**src/rtl/booth_mul_sequencer_if.sv**
```systemverilog
// Handshake, result and shared-adder bundle for the Booth MUL sequencer.
// The slave side is the sequencer; the master side is the ALU/adder.
interface booth_mul_sequencer_if #(
  parameter int WIDTH = 32
);
  logic             start;
  logic [WIDTH-1:0] multiplicand;
  logic [WIDTH-1:0] multiplier;
  logic             busy;
  logic             done;
  logic [WIDTH-1:0] hi;
  logic [WIDTH-1:0] lo;
  logic [WIDTH-1:0] add_a;
  logic [WIDTH-1:0] add_b;
  logic             add_cin;
  logic [WIDTH-1:0] add_s;

  modport master (
    output start, multiplicand, multiplier, add_s,
    input  busy, done, hi, lo, add_a, add_b, add_cin
  );

  modport slave (
    input  start, multiplicand, multiplier, add_s,
    output busy, done, hi, lo, add_a, add_b, add_cin
  );
endinterface

```
**src/rtl/booth_mul_sequencer.sv**
```systemverilog
// Radix-2 Booth signed multiplier controller driving a shared
// external combinational adder, one step per clock; result in hi/lo.
module booth_mul_sequencer #(
  parameter int WIDTH = 32
) (
  input  logic clock,
  input  logic reset_n,
  booth_mul_sequencer_if.slave bus
);
  localparam int CW = $clog2(WIDTH);

  typedef enum logic [1:0] {
    IDLE,
    RUN,
    DONE
  } state_t;

  state_t           state, state_nxt;
  logic [WIDTH-1:0] acc, q, m;
  logic [WIDTH-1:0] hi, lo;
  logic             q_m1;
  logic [CW-1:0]    count;
  logic [WIDTH-1:0] a_op, b_op, sum;
  logic             cin, ovf, sbit, last;

  assign sum  = bus.add_s;
  assign last = (count == CW'(WIDTH - 1));

  always_comb begin
    state_nxt = state;
    a_op      = '0;
    b_op      = '0;
    cin       = 1'b0;
    unique case (state)
      IDLE: if (bus.start) state_nxt = RUN;
      RUN: begin
        a_op = acc;
        unique case ({q[0], q_m1})
          2'b01: b_op = m;
          2'b10: begin
            b_op = ~m;
            cin  = 1'b1;
          end
          default: ;
        endcase
        if (last) state_nxt = DONE;
      end
      DONE:    state_nxt = IDLE;
      default: state_nxt = IDLE;
    endcase
  end

  // Recover the true sign when ACC +/- M overflows (needed for M = min int)
  assign ovf  = (a_op[WIDTH-1] == b_op[WIDTH-1])
             && (sum[WIDTH-1] != a_op[WIDTH-1]);
  assign sbit = ovf ? ~sum[WIDTH-1] : sum[WIDTH-1];

  always_ff @(posedge clock or negedge reset_n) begin
    if (!reset_n) begin
      state <= IDLE;
      acc   <= '0;
      q     <= '0;
      q_m1  <= 1'b0;
      m     <= '0;
      count <= '0;
      hi    <= '0;
      lo    <= '0;
    end else begin
      state <= state_nxt;
      unique case (state)
        IDLE: if (bus.start) begin
          acc   <= '0;
          q     <= bus.multiplier;
          q_m1  <= 1'b0;
          m     <= bus.multiplicand;
          count <= '0;
        end
        RUN: begin
          acc   <= {sbit, sum[WIDTH-1:1]};
          q     <= {sum[0], q[WIDTH-1:1]};
          q_m1  <= q[0];
          count <= count + 1'b1;
          if (last) begin
            hi <= {sbit, sum[WIDTH-1:1]};
            lo <= {sum[0], q[WIDTH-1:1]};
          end
        end
        default: ;
      endcase
    end
  end

  assign bus.busy    = (state == RUN);
  assign bus.done    = (state == DONE);
  assign bus.hi      = hi;
  assign bus.lo      = lo;
  assign bus.add_a   = a_op;
  assign bus.add_b   = b_op;
  assign bus.add_cin = cin;
endmodule

```
**src/flat_wrapper.sv**
```systemverilog
// flat-port wrapper written by rule: the top's interface ports become plain ports
module booth_mul_sequencer_flat 
#(
  parameter int WIDTH = 32
)
  (clock, reset_n, bus_start, bus_multiplicand, bus_multiplier, bus_add_s, bus_busy, bus_done, bus_hi, bus_lo, bus_add_a, bus_add_b, bus_add_cin);
  booth_mul_sequencer_if #(.WIDTH(WIDTH)) bus_i ();
  input  logic clock;
  input  logic reset_n;
  input wire logic [$bits(bus_i.start)-1:0] bus_start;
  input wire logic [$bits(bus_i.multiplicand)-1:0] bus_multiplicand;
  input wire logic [$bits(bus_i.multiplier)-1:0] bus_multiplier;
  input wire logic [$bits(bus_i.add_s)-1:0] bus_add_s;
  output wire logic [$bits(bus_i.busy)-1:0] bus_busy;
  output wire logic [$bits(bus_i.done)-1:0] bus_done;
  output wire logic [$bits(bus_i.hi)-1:0] bus_hi;
  output wire logic [$bits(bus_i.lo)-1:0] bus_lo;
  output wire logic [$bits(bus_i.add_a)-1:0] bus_add_a;
  output wire logic [$bits(bus_i.add_b)-1:0] bus_add_b;
  output wire logic [$bits(bus_i.add_cin)-1:0] bus_add_cin;
  assign bus_i.start = bus_start;
  assign bus_i.multiplicand = bus_multiplicand;
  assign bus_i.multiplier = bus_multiplier;
  assign bus_i.add_s = bus_add_s;
  assign bus_busy = bus_i.busy;
  assign bus_done = bus_i.done;
  assign bus_hi = bus_i.hi;
  assign bus_lo = bus_i.lo;
  assign bus_add_a = bus_i.add_a;
  assign bus_add_b = bus_i.add_b;
  assign bus_add_cin = bus_i.add_cin;
  booth_mul_sequencer #(.WIDTH(WIDTH)) u_core (.clock(clock), .reset_n(reset_n), .bus(bus_i));
endmodule
```
**config.mk**
```make
export PLATFORM = sky130hd
export DESIGN_NAME = booth_mul_sequencer_flat
export DESIGN_NICKNAME = d
export VERILOG_FILES = /design/src/rtl/booth_mul_sequencer_if.sv /design/src/rtl/booth_mul_sequencer.sv /design/src/flat_wrapper.sv
export SDC_FILE = /design/constraint.sdc
export NUM_CORES = 1
export LEC_CHECK = 0
export BUFFER_PORTS_ARGS = -buffer_cell sky130_fd_sc_hd__buf_4
export CAP_MARGIN = 10
export CORE_MARGIN = 4
export CORE_UTILIZATION = 47
export DETAILED_ROUTE_END_ITERATION = 12
export PLACE_DENSITY = 0.86
export SLEW_MARGIN = 40
export SYNTH_ARGS = -nofsm -noshare
export SYNTH_HDL_FRONTEND = slang
export SYNTH_SLANG_ARGS = --single-unit
export TNS_END_PERCENT = 30
```
**constraint.sdc**
```tcl
create_clock -name clock -period 1.7 [get_ports clock]
set_input_delay 0.255 -clock clock [delete_from_list [all_inputs] [get_ports clock]]
set_output_delay 0.255 -clock clock [all_outputs]
set_load 0.05 [all_outputs]
```
---- After elaboration in Yosys (flattened, before gate mapping) ----
Cells that the tools add are included.
W data, S select, Z words.
storage, ports and cells
  flip-flop bits (word level) ............. 168
  output and inout bits ................... 131
cells by class
  add/sub/neg operators ................... 1
  equality and inequality tests ........... 9
  muxes and demuxes ....................... 17
  bitwise logic cells ..................... 2
  reductions and logical operators ........ 7
operator list
  cell                   number
  $pmux W32 S2           3
  $mux W32               4
  $not A32 Y32           1
  $pmux W5 S2            1
  $reduce_and A2 Y1      4
  $add A5 B1 Y5 const B  1
  $eq A5 B5 Y1 const B   1
  $mux W5                1
  $eq A2 B1 Y1 const B   2
  $eq A2 B2 Y1 const B   2
  $mux W1                4
  $mux W2                2
  $pmux W2 S2            1
  $logic_not A2 Y1       1
  $ne A2 B1 Y1 const B   1
  $ne A2 B2 Y1 const B   1
  $pmux W1 S2            1
  $reduce_bool A2 Y1     1
  $eq A1 B1 Y1           1
  $logic_and A1 B1 Y1    1
  $ne A1 B1 Y1           1
  $not A1 Y1             1

---- Logic depth before layout (Yosys ltp) ----
Gate-level depths: netlist of run 1.
  depth in word-level cells ............... 7
  gate-level depth with buffers ........... 9
  gate-level depth less buffers ........... 7

---- Worst setup path after synthesis of run 1 ----
Ideal clock, no wire load.
  path type ............................... reg-to-output
  start ................................... register u_core.state[0]
  end ..................................... output port bus_add_cin
  data arrival time ....................... 1.860 ns
  required time ........................... 1.445 ns
  setup slack ............................. -0.415 ns
  stages on the path, launching flop included .. 9
  path buffers ............................ 4
  path through ............................ dfrtp_1 > buf_4 > nand2b_1 > buf_4 > inv_2 > buf_4 > buf_4 > nand2_1 > nor2_1
on the way
  word-level cells in the longest chain between the ends .. 2
ends and longest elaborated chain
  item                    RTL line                   text
  start, declared         booth_mul_sequencer.sv:18  state_t state, state_nxt;
  start signal, assigned  booth_mul_sequencer.sv:69  state <= state_nxt;
  $eq A2 B1 Y1            n/a
  via bus_busy            flat_wrapper.sv:14         output wire logic [$bits(bus_i.busy)-1:0] bus_busy;
  $mux W1                 booth_mul_sequencer.sv:34  unique case (state)
  end, declared           flat_wrapper.sv:20         output wire logic [$bits(bus_i.add_cin)-1:0] bus_add_cin;
The timed path passes the listed nets, and every way through them passes these cells.

---- Final worst setup path of run 1 ----
  start ................................... register u_core.q[0]
  end ..................................... output port bus_add_b[2]
on the way
  word-level cells in the longest chain between the ends .. 3
  elaborated cells between the ends (all ways) .. 4
  those cells by class .................... eq/ne: 2; mux: 2
ends and longest elaborated chain
  item                                                 RTL line                   text
  start, declared                                      booth_mul_sequencer.sv:19  logic [WIDTH-1:0] acc, q, m;
  start signal, assigned                               booth_mul_sequencer.sv:73  q <= bus.multiplier;
  start signal, assigned                               booth_mul_sequencer.sv:80  q <= {sum[0], q[WIDTH-1:1]};
  $eq A2 B2 Y1 / $eq A2 B1 Y1 (equally long branches)  booth_mul_sequencer.sv:38  unique case ({q[0], q_m1})
  $pmux W32 S2 *                                       booth_mul_sequencer.sv:38
  $mux W32 *                                           booth_mul_sequencer.sv:34
  end, declared                                        flat_wrapper.sv:19         output wire logic [$bits(bus_i.add_b)-1:0] bus_add_b;
Every way passes the cells marked *; elsewhere a longest branch is shown, timed or not.

==> out/summary.txt, run 1 <==
Status - finished, violations left
Failing checks - negative setup slack
Total Routing Usage GR - 0.228
Buf/Inv on CP - 2
Setup TNS - -8.98 ns
Hold Slack - 0.0639 ns
Final WS setup - -0.225 ns
Cell breakdown of the critical path - nor2b_4 -> clkbuf_16 -> mux2i_1 -> nor2_1 -> buf_6
Main combinational cell family by area after synthesis - multiplexers
Area delta synth->final - 46.9%
Max Cap Viol - 0
Static leakage - 5.26 nW
Critical path's largest stage delay - 0.45 ns
Routed len/inst - 18.3 um
Hpwl dp - 13.4 mm
Worst path top cell family by delay - flip-flops
Number of antenna diodes - 0
Adder-cell area share of the yosys netlist - 0.00332
Mux share of post-synthesis cell area - 0.140
Chip Height - 135 um
Register area - 4210 um2
Clk sinks - 168
Simple-gate share of the synthesized area - 0.135
Required time of the critical path - 1.44 ns
Port Buffers - 229
Slew @ Worst Pin - 0.416 ns
Final hold vios - 0
RSZ-0062 raised after global routing - true
CTS tree - done
Async set or reset register ratio after synthesis - 1.00
Post-route minimum period - 1.92 ns
Routed wire length - 20.9 mm
XOR/XNOR Fraction of Synth Area - 0
Critical path peak fanout - 15
Worst reg2reg setup slack - 0.03 ns
Syn Area/Cell - 11.2 um2
PD cells - 2300 nW/um2
Post-Syn Area - 7530 um2
H-tree Lvls - 4
CTS Buf Count - 17
WP data arrival - 1.67 ns
Core area - 15,800 um2
Synth Register Bits - 168
Seq/Total Area, Yosys - 0.558
Die ar. - 18,100 um2
First-pass GRT wire length - 32.8 mm
Largest area contributor in the netlist - dfrtp_1
Max Buffers Root-to-Sink - 2
Final ANT Viol Nets - 0
Final Max Tran Viols - 0
Grt ovf - 0
Cells after Synth - 670
Vias/cell - 5.29
Reg clk slew, reported paths - 0.06 ns
Ys flop type - dfrtp_1
Multi-input combinational cell area - 3270 um2
Inst Count DP - 1,091
Drt first pass iters - 4
I/O pin count - 230
Vias - 6,052
Die Wd - 135 um
Final std cells w/o fill - 1,143
Setup-failing EPs final - 66
Synthesized net count - 771
Initial antenna violation count - 0
Slew headroom - 0.722
DRC viols - 0
Clk_skew - 0.00700 ns
Dominant cells by area after synthesis - dfrtp_1 (56%), mux2_2 (9.0%), nand2_1 (5.0%), mux2i_1 (4.4%), a22o_1 (3.8%)
WS Path Type - reg2out
Number of flops mapped to enable cells by yosys - 0
DRT iter0 DRCs - 505
CP max stage cell - dfrtp_2
Initial Util - 0.478
Crit. End Element - output pin
Post-synthesis compound-gate area fraction - 0.121
Filler cells - 1,141
Fmax - 520 MHz
Largest net degree at the start of global routing - 49
Maximum vdd drop - 1550 uV
Yosys warning count - 0
Clk_lat worst skew - 0.42 ns
Clock root cell - clkbuf_16
Startpoint Class - flop
Hold Crit Class - in2reg
# nets final - 1,015
Post-synthesis cell type count - 34
GPL Wtd Cong - 0.804
Total power - 0.0254 W
Number of global-route vias before repair - 6,172
Standard-cell row count - 46
Final Cycle Share - 1.13
Top cell type's share of synthesized area - 0.558
Share of cells above drive strength 1 - 0.468
-- registers in the layout (all words and copies together), names as in the netlist --
name and cells:
u_core.bus.hi 32, u_core.q 32, u_core.q_m1 1, u_core.count 5, u_core.acc 32, u_core.m 32
u_core.state 2, u_core.bus.lo 32
-- final cells by class --
cell class	instances	area share
multi-input cells	447	0.295
clock buffers	18	0.0388
inverters	3	0.00215
repair inverters	1	0.000791
repair buffers	276	0.243
flip-flops and latches	168	0.380
well taps	216	0.0244
clock inverters	14	0.0156
-- placed cells by master (no fill, tap or decap), types with 30 or more instances in the layout --
| cell type | netlist | final |
|---|---|---|
| o21ai_0 | 31 | 31 |
| nor2b_1 | 34 | 30 |
| a22o_1 | 33 | 33 |
| mux2i_1 | 33 | 33 |
| nand2_1 | 101 | 100 |
| dfrtp_1 | 168 | 165 |
| and2_4 | 0 | 32 |
| buf_6 | 9 | 59 |
| a21oi_1 | 33 | 33 |
| buf_4 | 6 | 182 |
| a22oi_1 | 33 | 33 |
| mux2_2 | 60 | 58 |
-- cells in the mapped netlist (6+ instances only) --
master	count
mux2_2	60
nor2b_1	34
a22o_1	33
o21ai_0	31
nor2_1	32
and2_1	33
mux2i_1	33
buf_4	6
clkbuf_1	15
nand2_1	101
a22oi_1	33
dfrtp_1	168
buf_2	20
buf_6	9
a21oi_1	33
-- worst register-to-register path: cells and delay by family, from the launching register on --
| family | cells | cell delay, ns |
|---|---|---|
| flip-flops | 1 | 0.38 |
| adder cells (fa/ha/maj) | 2 | 0.35 |
| multiplexers | 1 | 0.36 |
| AND/OR/NAND/NOR | 2 | 0.29 |
| buffers and inverters | 1 | 0.18 |
-- final timing paths --
path | startpoint | endpoint | depth (start not counted)
setup / recovery | u_core.q[0] | bus_add_b[2] | 5
hold / removal | bus_multiplicand[25] | u_core.m[25] | 2
setup reg to reg | u_core.count[0] | u_core.bus.hi[23] | 6
hold reg to reg | u_core.bus.lo[22] | u_core.bus.lo[22] | 2
max in group asynchronous | reset_n | u_core.q_m1 | 3
min in group asynchronous | reset_n | u_core.q[15] | 2
-- power by group --
group	switching [W]	internal (W)	total [W]	leakage (nW)
clock network	0.00161	0.00232	0.00394	0.291
registers	0.00119	0.00559	0.00678	1.97
logic	0.00866	0.00603	0.0147	2.99
total	0.0115	0.0139	0.0254	5.26
-- what timing repair did --
item | CTS | global route
hold buffers | 1 | 0
gates cloned | 3 | 3
setup buffers | 10 | 3
pin swaps | 2 | 9
endpoints found under the hold margin | 38 | 0
setup endpoints to repair | 118 | 124
gates resized for setup | 107 | 34
-- metal layers --
layer  wire length, um  global-route usage
met1              8640               0.300
met2             10500               0.375
met3              1350              0.0577
met4               370              0.0707
met5                 0                   0
-- through the flow --
stage / instance area [um2] / utilization / setup slack [ns]
after floorplan: 7650 / - / -0.134
final: 11100 / 0.702 / -0.225
after global routing: 11100 / 0.702 / -0.333
after global placement: 9710 / 0.616 / -0.00836
after detailed placement: 9710 / 0.616 / -0.0742
after CTS: 10900 / 0.689 / -0.242
-- kinds of logic after synthesis --
group                    count (synthesis)
multiplexers                            97
buffers and inverters                   55
adder cells (fa/ha/maj)                  2
AO/OA/AOI/OAI                          137
flip-flops                             168
AND/OR/NAND/NOR                        211
Note: power is estimated with default switching activity, not from simulation.
==> inputs of run 2 (changes only) <==
--- a/config.mk
+++ b/config.mk
@@ -7,9 +7,11 @@
 export LEC_CHECK = 0
 export BUFFER_PORTS_ARGS = -buffer_cell sky130_fd_sc_hd__buf_4
 export CAP_MARGIN = 10
+export CORE_ASPECT_RATIO = 0.7
 export CORE_MARGIN = 4
 export CORE_UTILIZATION = 47
 export DETAILED_ROUTE_END_ITERATION = 12
+export HOLD_SLACK_MARGIN = 0.02
 export PLACE_DENSITY = 0.86
 export SLEW_MARGIN = 40
 export SYNTH_ARGS = -nofsm -noshare
==> run 2 against run 1 <==
Against the previous run:
- critical path depth rose by 1
- the run still ends with negative setup slack left
- combinational power fell by 4%
- die area rose by 0.18%
- critical endpoint is now bus_add_b[11]
==> out/summary.txt, run 2 (synthesized netlist as in run 1, its figures left out) <==
Status - finished, violations left
Failing checks - negative setup slack
Depth of the most critical reg-to-reg path - 6
Number of antenna diodes - 0
Max Buffers Root-to-Sink - 2
Worst r2r dst - u_core.bus.hi[11]
RSZ-0062 raised after global routing - true
Clk_lat worst skew - 0.42 ns
Number of global-route vias before repair - 6,209
Routed len/inst - 19.3 um
Final ANT Viol Nets - 0
GR peak layer - met2
Vias/cell - 5.47
Hold Slack - 0.0637 ns
Chip Height - 114 um
Core area - 15,600 um2
Worst setup endpoint - bus_add_b[11]
Final std cells w/o fill - 1,126
Slew @ Worst Pin - 0.491 ns
Max Cap Viol - 0
Routed wire length - 21.7 mm
Fmax - 506 MHz
Final Max Tran Viols - 0
Post-route minimum period - 1.97 ns
Final WS setup - -0.275 ns
Crit. End Element - output pin
Worst Setup SP - u_core.q_m1
Clock root cell - clkbuf_16
Initial Util - 0.483
Inst Count DP - 1,087
CTS Buf Count - 17
Final hold vios - 0
Initial antenna violation count - 0
Final core area utilization - 0.697
I/O pin count - 230
Share of cells above drive strength 1 - 0.460
Routing usage on met1 - 0.331
GPL Wtd Cong - 0.850
Critical path peak fanout - 4
Vias - 6,156
WS Path Type - reg2out
Port Buffers - 229
Setup TNS - -10.82 ns
Static leakage - 5.17 nW
H-tree Lvls - 4
GR Util met3 - 0.0563
Clk_skew - 0.00850 ns
Die Wd - 159 um
Standard-cell row count - 38
First-pass GRT wire length - 34.3 mm
Most common cell after layout, fill and taps aside - buf_4
DRC viols - 0
Final Cycle Share - 1.16
Drt first pass iters - 5
CTS tree - done
Die ar. - 18,200 um2
Startpoint Class - flop
Largest net degree at the start of global routing - 49
Area delta synth->final - 44.3%
Worst reg2reg setup slack - 0 ns
WP data arrival - 1.72 ns
Met2 GRT Util - 0.378
Grt ovf - 0
Hold Crit Class - in2reg
Maximum vdd drop - 1070 uV
Clk sinks - 168
Worst R2R Start - u_core.count[1]
Total Routing Usage GR - 0.235
PD cells - 2290 nW/um2
Filler cells - 1,097
DRT iter0 DRCs - 494
# nets final - 1,014
Slew headroom - 0.673
Hpwl dp - 14.4 mm
Reg clk slew, reported paths - 0.07 ns
Most frequent cells in the layout - buf_4 (198), dfrtp_1 (166), nand2_1 (98)
Setup-failing EPs final - 67
Required time of the critical path - 1.44 ns
[run 2: cell types whose count changed in the layout (fill, tap and decap cells not counted), moves of 3 or more]
cell,previous run,this run
and2_4,32,19
buf_6,59,51
buf_4,182,198
and2_1,1,12
buf_12,14,11
buf_8,15,12
nand2_2,0,3
inv_8,0,3
[run 2: per-stage QoR]
| stage | area (um2) | power, W | setup WS [ns] |
|---|---|---|---|
| after floorplan | 7650 | 0.0155 | -0.134 |
| after global placement | 9770 | 0.0192 | -0.0226 |
| after detailed placement | 9770 | 0.0195 | -0.0776 |
| after CTS | 10800 | 0.0247 | -0.237 |
| after global routing | 10900 | 0.0261 | -0.328 |
| final | 10900 | 0.0249 | -0.275 |
[run 2: what timing repair did]
item	4_1_cts	5_1_grt
resized for setup	97	14
endpoints found under the hold margin	41	0
setup buffers	2	1
setup endpoints to repair	130	130
cloned	1	2
hold buffers	1	0
pin swaps	2	6
[run 2: final cells by class]
class | count | area, um2 | share of cell area
Sequential cell | 168 | 4210 | 0.387
Tap cell | 200 | 250 | 0.0230
Inverter | 3 | 18.8 | 0.00173
Clock buffer | 17 | 425 | 0.0391
Clock inverter | 15 | 183 | 0.0168
Multi-Input combinational cell | 447 | 3230 | 0.297
Timing Repair Buffer | 276 | 2560 | 0.235
[run 2: routing by layer]
| layer | part of all wire | vias to the layer above |
|---|---|---|
| met5 | 0 | - |
| met4 | 0.0074 | 0 |
| met3 | 0.075 | 13 |
| met2 | 0.48 | 264 |
| met1 | 0.44 | 3073 |
| li1 | - | 2806 |
[run 2: critical path: stages (launching register included)]
cell     delay, ns
dfrtp_1       0.42
nor2b_4       0.16
buf_4         0.14
buf_4         0.15
mux2i_2       0.21
nor2_4        0.06
buf_6         0.16
[run 2: power breakdown]
part | internal (W) | total (W) | switching, W | leakage [nW]
clock | 0.00224 | 0.00402 | 0.00179 | 0.294
sequential | 0.00558 | 0.00680 | 0.00122 | 1.98
combinational | 0.00554 | 0.0141 | 0.00858 | 2.90
[run 2: worst min path at each step]
| stage | from | endpoint | slack, ns | depth (start not counted) |
|---|---|---|---|---|
| finish | bus_multiplicand[22] | u_core.m[22] | 0.06 | 2 |
| global route | bus_multiplicand[29] | u_core.m[29] | 0.05 | 2 |
| CTS | bus_multiplicand[29] | u_core.m[29] | 0.05 | 2 |
| detailed placement | reset_n | u_core.q[12] | 0.24 | 1 |
| global placement | reset_n | u_core.bus.lo[13] | 0.24 | 1 |
| floorplan | reset_n | u_core.acc[0] | -0.04 | 0 |
